[config.mk]
export PLATFORM = sky130hd
export DESIGN_NAME = mdu_seq
export DESIGN_NICKNAME = d
export VERILOG_FILES = /design/src/rtl/mdu_seq.sv
export SDC_FILE = /design/constraint.sdc
export NUM_CORES = 2
export LEC_CHECK = 0
export CAP_MARGIN = 25
export CORE_ASPECT_RATIO = 1.75
export CORE_MARGIN = 3
export CORE_UTILIZATION = 45
export DETAILED_ROUTE_END_ITERATION = 12
export GPL_ROUTABILITY_DRIVEN = 1
export GPL_TIMING_DRIVEN = 0
export HOLD_SLACK_MARGIN = 0.08
export PLACE_DENSITY_LB_ADDON = 0.2
export SLEW_MARGIN = 30
export SYNTH_ARGS = -nofsm -noshare
export SYNTH_HDL_FRONTEND = slang
export SYNTH_SLANG_ARGS = --single-unit
[constraint.sdc]
create_clock -name clk -period 7.4 [get_ports clk]
set_input_delay 1.48 -clock clk [delete_from_list [all_inputs] [get_ports clk]]
set_output_delay 1.48 -clock clk [all_outputs]
set_load 0.02 [all_outputs]
[src/rtl/mdu_seq.sv]
// mdu_seq: iterative multiply/divide sequencer for the RV64 M extension.
//
// Runs one op at a time. Multiplies use an add-shift loop that consumes one
// multiplier bit per cycle. Divides use a restoring loop that produces one
// quotient bit per cycle. W ops always run 32 iterations and return the low
// 32 bits sign-extended. Divide-by-zero, signed overflow and malformed ops
// skip the loop and finish on the accept edge.
//
// Ports
//   clk        clock, all state on posedge
//   reset      asynchronous active-low reset
//   in_valid   op presented by decode
//   in_ready   high only while idle; accept = in_valid & in_ready & ~flush
//   op         one-hot {remu,rem,divu,div,mul}
//   word       W variant select
//   src1       dividend / multiplicand
//   src2       divisor / multiplier
//   flush      abort any op; no result is produced
//   out_valid  result available, held until out_ready
//   out_ready  consumer takes result on out_valid & out_ready
//   result     final value, stable while out_valid
//   busy       sequencer not idle
module mdu_seq #(
  parameter int XLEN = 64
) (
  input  logic            clk,
  input  logic            reset,
  input  logic            in_valid,
  output logic            in_ready,
  input  logic [4:0]      op,
  input  logic            word,
  input  logic [XLEN-1:0] src1,
  input  logic [XLEN-1:0] src2,
  input  logic            flush,
  output logic            out_valid,
  input  logic            out_ready,
  output logic [XLEN-1:0] result,
  output logic            busy
);

  localparam int CW = $clog2(XLEN);

  typedef enum logic [1:0] {IDLE, CALC, DONE} state_t;
  state_t state, state_nx;

  // Working registers
  logic [CW-1:0]   cnt;
  logic            is_mul, is_rem, is_word, neg_q, neg_r;
  logic [XLEN-1:0] dvs;   // divisor magnitude, or multiplicand (shifts left)
  logic [XLEN-1:0] dvd;   // dividend shifting out / quotient shifting in, or multiplier
  logic [XLEN-1:0] acc;   // product accumulator
  logic [XLEN-1:0] prem;  // partial remainder (always < divisor)
  logic [XLEN-1:0] res_q;

  // Low 32 bits sign-extended for W ops.
  function automatic logic [XLEN-1:0] fix_w(input logic w, input logic [XLEN-1:0] v);
    return w ? {{(XLEN-32){v[31]}}, v[31:0]} : v;
  endfunction

  // Operand prep and special-case detection
  logic            ext_signed, op_signed, one_hot, a_neg, b_neg;
  logic            div_zero, ovf, special, accept;
  logic [XLEN-1:0] a_ext, b_ext, a_mag, b_mag, min_val, spec_val;

  always_comb begin
    // Only divuw/remuw zero-extend; mulw bits are the same either way.
    ext_signed = ~(op[2] | op[4]);
    op_signed  = op[1] | op[3];
    a_ext      = src1;
    b_ext      = src2;
    min_val    = {1'b1, {(XLEN-1){1'b0}}};
    if (word) begin
      a_ext   = {{(XLEN-32){ext_signed & src1[31]}}, src1[31:0]};
      b_ext   = {{(XLEN-32){ext_signed & src2[31]}}, src2[31:0]};
      min_val = {{(XLEN-31){1'b1}}, {31{1'b0}}};
    end
    a_neg    = op_signed & a_ext[XLEN-1];
    b_neg    = op_signed & b_ext[XLEN-1];
    a_mag    = a_neg ? -a_ext : a_ext;
    b_mag    = b_neg ? -b_ext : b_ext;
    one_hot  = (op != 5'd0) && ((op & (op - 5'd1)) == 5'd0);
    div_zero = ~op[0] & (b_ext == '0);
    ovf      = op_signed & (a_ext == min_val) & (b_ext == '1);
    special  = ~one_hot | div_zero | ovf;
    spec_val = '0;
    if (one_hot) begin
      if (div_zero)
        spec_val = (op[1] | op[2]) ? '1 : a_ext;
      else if (ovf)
        spec_val = op[1] ? a_ext : '0;
    end
  end

  assign accept = in_valid & in_ready & ~flush;

  // One iteration of either datapath, plus the final sign/width fixup
  logic [XLEN:0]   shifted, trial;
  logic            qbit;
  logic [XLEN-1:0] prem_nx, quo_nx, acc_nx, rem_fix, quo_fix, fin, fin_val;

  always_comb begin
    shifted = {prem, dvd[XLEN-1]};
    trial   = shifted - {1'b0, dvs};
    qbit    = ~trial[XLEN];            // no borrow -> divisor fits
    prem_nx = qbit ? trial[XLEN-1:0] : shifted[XLEN-1:0];
    quo_nx  = {dvd[XLEN-2:0], qbit};
    acc_nx  = dvd[0] ? acc + dvs : acc;
    rem_fix = neg_r ? -prem_nx : prem_nx;
    quo_fix = neg_q ? -quo_nx : quo_nx;
    fin     = is_mul ? acc_nx : (is_rem ? rem_fix : quo_fix);
    fin_val = fix_w(is_word, fin);
  end

  // FSM
  always_ff @(posedge clk or negedge reset) begin
    if (!reset) state <= IDLE;
    else        state <= state_nx;
  end

  always_comb begin
    state_nx = state;
    if (flush) begin
      state_nx = IDLE;
    end else begin
      case (state)
        IDLE: if (accept) state_nx = special ? DONE : CALC;
        CALC: if (cnt == '0) state_nx = DONE;
        DONE: if (out_ready) state_nx = IDLE;
        default: state_nx = IDLE;
      endcase
    end
  end

  // Datapath
  always_ff @(posedge clk or negedge reset) begin
    if (!reset) begin
      cnt     <= '0;
      is_mul  <= 1'b0;
      is_rem  <= 1'b0;
      is_word <= 1'b0;
      neg_q   <= 1'b0;
      neg_r   <= 1'b0;
      dvs     <= '0;
      dvd     <= '0;
      acc     <= '0;
      prem    <= '0;
      res_q   <= '0;
    end else if (accept) begin
      cnt     <= word ? CW'(31) : CW'(XLEN-1);
      is_mul  <= op[0];
      is_rem  <= op[3] | op[4];
      is_word <= word;
      neg_q   <= a_neg ^ b_neg;
      neg_r   <= a_neg;
      acc     <= '0;
      prem    <= '0;
      dvs     <= op[0] ? a_ext : b_mag;
      // W divides park the 32-bit dividend at the top so 32 shifts drain it.
      if (op[0])     dvd <= b_ext;
      else if (word) dvd <= {a_mag[31:0], {(XLEN-32){1'b0}}};
      else           dvd <= a_mag;
      if (special) res_q <= fix_w(word, spec_val);
    end else if (state == CALC && !flush) begin
      cnt <= cnt - CW'(1);
      if (is_mul) begin
        acc <= acc_nx;
        dvs <= dvs << 1;
        dvd <= dvd >> 1;
      end else begin
        prem <= prem_nx;
        dvd  <= quo_nx;
      end
      if (cnt == '0) res_q <= fin_val;
    end
  end

  assign in_ready  = (state == IDLE);
  assign busy      = (state != IDLE);
  assign out_valid = (state == DONE);
  assign result    = res_q;

endmodule

; ---- Yosys cells after proc, flatten, opt, wreduce, memory -nomap -nowiden
; Index checks and enable logic that the tools add are counted.
[totals]
ff_bits = 333
in_bits = 139
output_inout_bits = 67
wordCells = 113
[classes]
addsub = 8
n_eq_ne = 9
mux = 46
bitwise = 22
reduce_logical = 16
[op_table]
columns = op, count
row1 = 64-bit two-way mux, 36
row2 = 64-bit negation, 4
row3 = 65-bit by 64-bit subtractor with 65-bit output, 1
row4 = 64-bit adder, 1
row5 = 64-bit equality test, 1
row6 = 64-bit equality test (second input constant), 1
row7 = 64-bit logical NOT, 1
row8 = 63-bit two-way mux, 1
row9 = 6-bit two-way mux, 3
row10 = 2-bit two-way mux, 5
row11 = 1-bit bitwise AND, 9
row12 = 2-bit nonzero test, 4
row13 = 6-bit logical NOT, 1
row14 = 1-bit bitwise OR, 6
row15 = 2-bit case mux with 3 select lines, 1
row16 = 3-bit AND reduction, 2
row17 = 6-bit by 1-bit subtractor with 6-bit output (second input constant), 1
row18 = 5-bit bitwise AND, 1
row19 = 5-bit logical NOT, 1
row20 = 1-bit inverter, 5
row21 = 5-bit nonzero test, 1
row22 = 5-bit by 1-bit subtractor with 5-bit output (second input constant), 1
row23 = 2-bit AND reduction, 2
row24 = 3-bit by 1-bit != test with 1-bit output (second input constant), 1
row25 = 10 further kinds, 11

; ---- Longest topological paths before layout
[depth]
ltp_word = 13
mapped_depth = 32
mapped_depth_nobuf = 27

; ---- Worst setup path after synthesis
; Ideal clock, no wire load.
[synth_timing]
kind = register to register
start = reg dvs[0]
end = reg res_q[54], in the netlist result[54]
setup_time_ns = 0.123
arrival_ns = 6.206
required_time_ns = 7.277
setup_slack_ns = 1.071
path_stages_with_launch = 31
n_path_buf = 5
synth_period_minus_slack_ns = 6.329
path_cell_list = dfrtp_1 ha_1 fa_1 nor2b_1 o2111ai_1 a21oi_1 a21o_1 buf_4 a31o_2 a21oi_1 a21oi_2 nor3_4 inv_2 buf_2 buf_2 buf_2 buf_1 ha_1 nor4b_1 nand2_1 nor4_1 nand2_1 inv_1 nand2_1 or3_1 or2_2 o41ai_1 xnor2_1 o21ai_0 a21oi_1 o221a_1
[synth_via]
elab_chain_cells = 10
elab_cells_between_ends = 15
cone_classes = add/sub (4) / mux (10) / bitwise (1)
[synth_rtl]
columns = element, line_no
row1 = start: declaration, 49  ; logic [XLEN-1:0] dvs;
row2 = start signal: assignment, 157  ; dvs <= op[0] ? a_ext : b_mag;
row3 = start signal: assignment, 167  ; dvs <= dvs << 1;
row4 = 65-bit by 64-bit subtractor with 65-bit output, 103  ; trial = shifted - {1'b0, dvs};
row5 = 64-bit two-way mux or 1-bit inverter (tied branches), "105, 104"
row6 = "64-bit negation, on equally long branches", "108, 109"
row7 = "64-bit two-way mux, on equally long branches", "108, 109"
row8 = 64-bit two-way mux, 110  ; fin = is_mul ? acc_nx : (is_rem ? rem_fix : quo_fix);
row9 = 64-bit two-way mux *, 110
row10 = 64-bit two-way mux *, 57  ; return w ? {{(XLEN-32){v[31]}}, v[31:0]} : v;
row11 = 64-bit two-way mux *, 173  ; if (cnt == '0) res_q <= fin_val;
row12 = 64-bit two-way mux *, 163  ; end else if (state == CALC && !flush) begin
row13 = 64-bit two-way mux *, 148  ; end else if (accept) begin
row14 = end signal: assignment, 162  ; if (special) res_q <= fix_w(word, spec_val);
row15 = end signal: assignment, 173
row16 = end: declaration, 53  ; logic [XLEN-1:0] res_q;
; Every way passes the cells marked *; elsewhere a longest branch is shown, timed or not. The select of a mux whose other input is x is not followed.
; A chain may end at the register's enable or synchronous reset.

; ---- Final worst setup path
[layout_timing]
start = reg dvd[63]
end = reg res_q[58], in the netlist result[58]
[layout_via]
elab_chain_cells = 10
elab_cells_between_ends = 13
cone_classes = add/sub (3) / mux (9) / bitwise (1)
[layout_rtl]
columns = element, line_no
row1 = start: declaration, 50  ; logic [XLEN-1:0] dvd;
row2 = start signal: assignment, 159  ; if (op[0]) dvd <= b_ext;
row3 = start signal: assignment, 160  ; else if (word) dvd <= {a_mag[31:0], {(XLEN-32){1'b0}}};
row4 = start signal: assignment, 161  ; else dvd <= a_mag;
row5 = 65-bit by 64-bit subtractor with 65-bit output, 103
row6 = 64-bit two-way mux or 1-bit inverter (tied branches), "105, 104"
row7 = "64-bit negation, on equally long branches", "108, 109"
row8 = "64-bit two-way mux, on equally long branches", "108, 109"
row9 = 64-bit two-way mux * (2 in series), 110
row10 = 64-bit two-way mux *, 57
row11 = 64-bit two-way mux *, 173
row12 = 64-bit two-way mux *, 163
row13 = 64-bit two-way mux *, 148
; Marked as above.

==> results_dict.tcl <==
set metrics [dict create \
    worst_skew_pair.late_latency_ps 600 \
    cts_sinks 333 \
    power_density_nw_per_um2 271 \
    status "finished clean" \
    chipHeight_um 375 \
    via_per_inst 6.98 \
    grt_antenna_before_repair 6 \
    antenna_left 0 \
    io_buffers 194 \
    yosys-top-cells-area "dfrtp_1, a21oi_1, o21ai_0" \
    yosysMostFrequentCell "nand2_1" \
    hp-class "flip-flop to flip-flop" \
    startpoint_type "flip-flop" \
    wl_um 211000 \
    fin_crit_sh_pct 98.9 \
    grt_max_degree 83 \
    syn_area_per_cell_sq_um 7.33 \
    regArea_sq_um 8330 \
    syn_inst 4775 \
    p_clk_share_pct 17.7 \
    grt_pass1_wl_um 296000 \
    pin_count 206 \
    globalRouteOverflowTotal 0 \
    cp_max_fo 19 \
    wl_met2_um 93800 \
    synth_top_cell_area_share_pct 23.8 \
    fin_setup_tns_ps 0 \
    grt.total_usage_pct 50.3 \
    gp_congestion 1.13 \
    p_int_uw 5330 \
    core_area_sq_um 76600 \
    synth_common_cells "nand2_1, a21oi_1, nor2_1" \
    synth_cell_types 105 \
    wl_met1_um 69600 \
    cts_root_buf "clkbuf_16" \
    p_seq_share_pct 26.1 \
    synth-seq-cells 333 \
    area_growth_pct 14.1 \
    fp.dieW_um 217 \
    worst_clock_skew_ps 43.0 \
    drive_gt1_share_pct 5.51 \
    start_util_pct 45.7 \
    ys_warn_count 0 \
    final_util_pct 52.1 \
    worst_slew_pin_slew_ps 1180 \
    leakage_uw 0.0160 \
    drv_cap 0 \
    period_minus_slack_ps 7320 \
    fmax_mhz 137 \
    worst-setup-path-type "flip-flop to flip-flop" \
    hpwlAfterDp_um 171000 \
    dieArea_sq_um 81300 \
    slew_viol_final 0 \
    wire_per_inst_um 34.8 \
    setup_viol 0 \
    cts_tree "done" \
    ir_worst_vdd_uv 148 \
    p_sw_uw 5480 \
    multi_input_area_sq_um 25100 \
    yosysTopAreaCell "dfrtp_1" \
    drc 0 \
    netSwitchingFraction_pct 50.7 \
    h-tree-depth 2 \
    dr.pass1.iters 6 \
    clk_pin_slew_ps 80 \
    share_comb_of_total_power_pct 56.2 \
    synthesis.nets 5050 \
    synth_seq_area_share_pct 23.8 \
    hold_viol 0 \
    cp.arrival_ps 7810 \
    nets 5297 \
    numCtsBuffers 35 \
    place_ws_ps -2120 \
    finalWorstSetupSlack_ps 84.8 \
    drt_iter0_drc 5604 \
    synth_ff_type "dfrtp_1" \
    slew-limit-headroom_pct 20.8 \
    netlist_area_sq_um 35000 \
    grt_pass1_vias 41200 \
    async_reset_ff_share_pct 100 \
    fillers 7897 \
    num_vias 42400 \
    highest_layer "met5" \
    fp-row-count 134 \
    crit_required_ps 7900 \
    synth-edff-count 0 \
    clockBufferDepth 3 \
    route.met3.wl_um 18400 \
    crit_path_end_kind "flip-flop" \
]
## metal layers
metal,vias to the layer above,track usage (%)
li1,18100,-
met1,20100,53.3
met2,3022,79.6
met3,1152,10.2
met4,4,54.1
met5,-,0
## critical path: stages (launching register included)
cell and delay [ps]:
dfrtp_2 530, clkinvlp_4 190, ha_1 250, fa_2 390, nor2b_1 160, o2111ai_2 150
a21oi_2 240, a21o_1 150, buf_4 180, a21oi_2 110, o41ai_4 330, buf_4 200
a31oi_4 130, nor3_4 250, buf_4 210, buf_4 280, buf_8 260, mux2_2 240
ha_2 210, nand2_1 130, nor4_4 220, and2_1 230, nand4b_1 340, o31ai_4 630
a41oi_1 230, xnor2_1 400, o221ai_1 240, a21oi_1 270
## final timing paths
check / endpoint / depth (start not counted) / slack [ps] / from
max reg2reg: result[58]$_DFFE_PN0P_ / 27 / 80 / dvd[63]$_DFFE_PN0P_
max: result[58]$_DFFE_PN0P_ / 27 / 80 / dvd[63]$_DFFE_PN0P_
min reg2reg: result[31]$_DFFE_PN0P_ / 2 / 500 / result[31]$_DFFE_PN0P_
max in group asynchronous: prem[58]$_DFFE_PN0P_ / 3 / 5400 / reset
min in group asynchronous: dvd[4]$_DFFE_PN0P_ / 1 / 780 / reset
min: result[31]$_DFFE_PN0P_ / 2 / 500 / result[31]$_DFFE_PN0P_
## cell usage in the layout (no fill, tap or decap), types with 31 or more instances in the layout
cell	instances
buf_1	32
clkbuf_1	230
a211oi_1	107
clkbuf_16	37
nand3_1	109
o21a_1	31
buf_2	31
ha_1	133
nor2_1	478
o221ai_1	36
clkdlybuf4s50_1	193
xnor2_1	184
a21o_1	96
a31oi_1	64
nor2b_1	33
a21oi_1	491
o21ai_0	451
mux2i_1	190
nand2_1	521
o31ai_1	51
inv_1	122
nor4_1	55
o211ai_1	61
xor2_1	113
or3_1	40
nor3_1	133
dfrtp_1	332
nand4_1	58
## power by group through the flow
stage | clock network [uW] | registers [uW] | logic, uW
CTS | 1880 | 2780 | 5780
floorplan | 0 | 2770 | 3480
global placement | 0 | 2800 | 5670
detailed placement | 0 | 2800 | 5720
global route | 1940 | 2850 | 6400
finish | 1910 | 2820 | 6070
## logic make-up (layout without fill, tap and decap cells)
group	Yosys count	in the layout	synth area share, %
compound gates	1711	1711	30.9
xor+xnor	304	304	7.60
fa+ha+maj	136	136	4.90
buf+inv	457	728	5.14
flops	333	333	23.8
mux	207	207	5.99
other cells	0	6	0
simple gates	1627	1627	21.7
## final cells by class
class	count	area share [%]
Buffer	325	3.43
Multi-Input combinational cell	3985	62.9
Clock buffer	54	2.70
Timing Repair Buffer	216	5.51
Inverter	126	1.20
Sequential cell	333	20.9
Tap cell	1020	3.19
Clock inverter	7	0.157
Antenna cell	6	0.0376
## through the flow
step                hold slack (ps)  instance area [sq um]  std cells  total power (uW)
floorplan                       470                  35000       4775              6250
global placement                462                  38200       5989              8470
detailed placement              474                  38500       5997              8520
CTS                             490                  39800       6063             10400
global route                    510                  39900       6068             11200
finish                          501                  40000       6072             10800
## sequential cells by signal, indices dropped and copies added (netlist names)
register  cells
dvd          64
neg_q         1
state         2
is_rem        1
acc          64
cnt           6
prem         64
is_word       1
is_mul        1
dvs          64
neg_r         1
result       64
## repair_timing
| action | CTS | global route |
|---|---|---|
| hold endpoints to repair | 0 | 0 |
| buffers inserted | 7 | 7 |
| resized for setup | 22 | 16 |
| pin swaps | 4 | 8 |
| endpoints found under the setup margin | 33 | 20 |
| hold buffers | 0 | 0 |
Note: power is estimated with default switching activity, not from simulation.
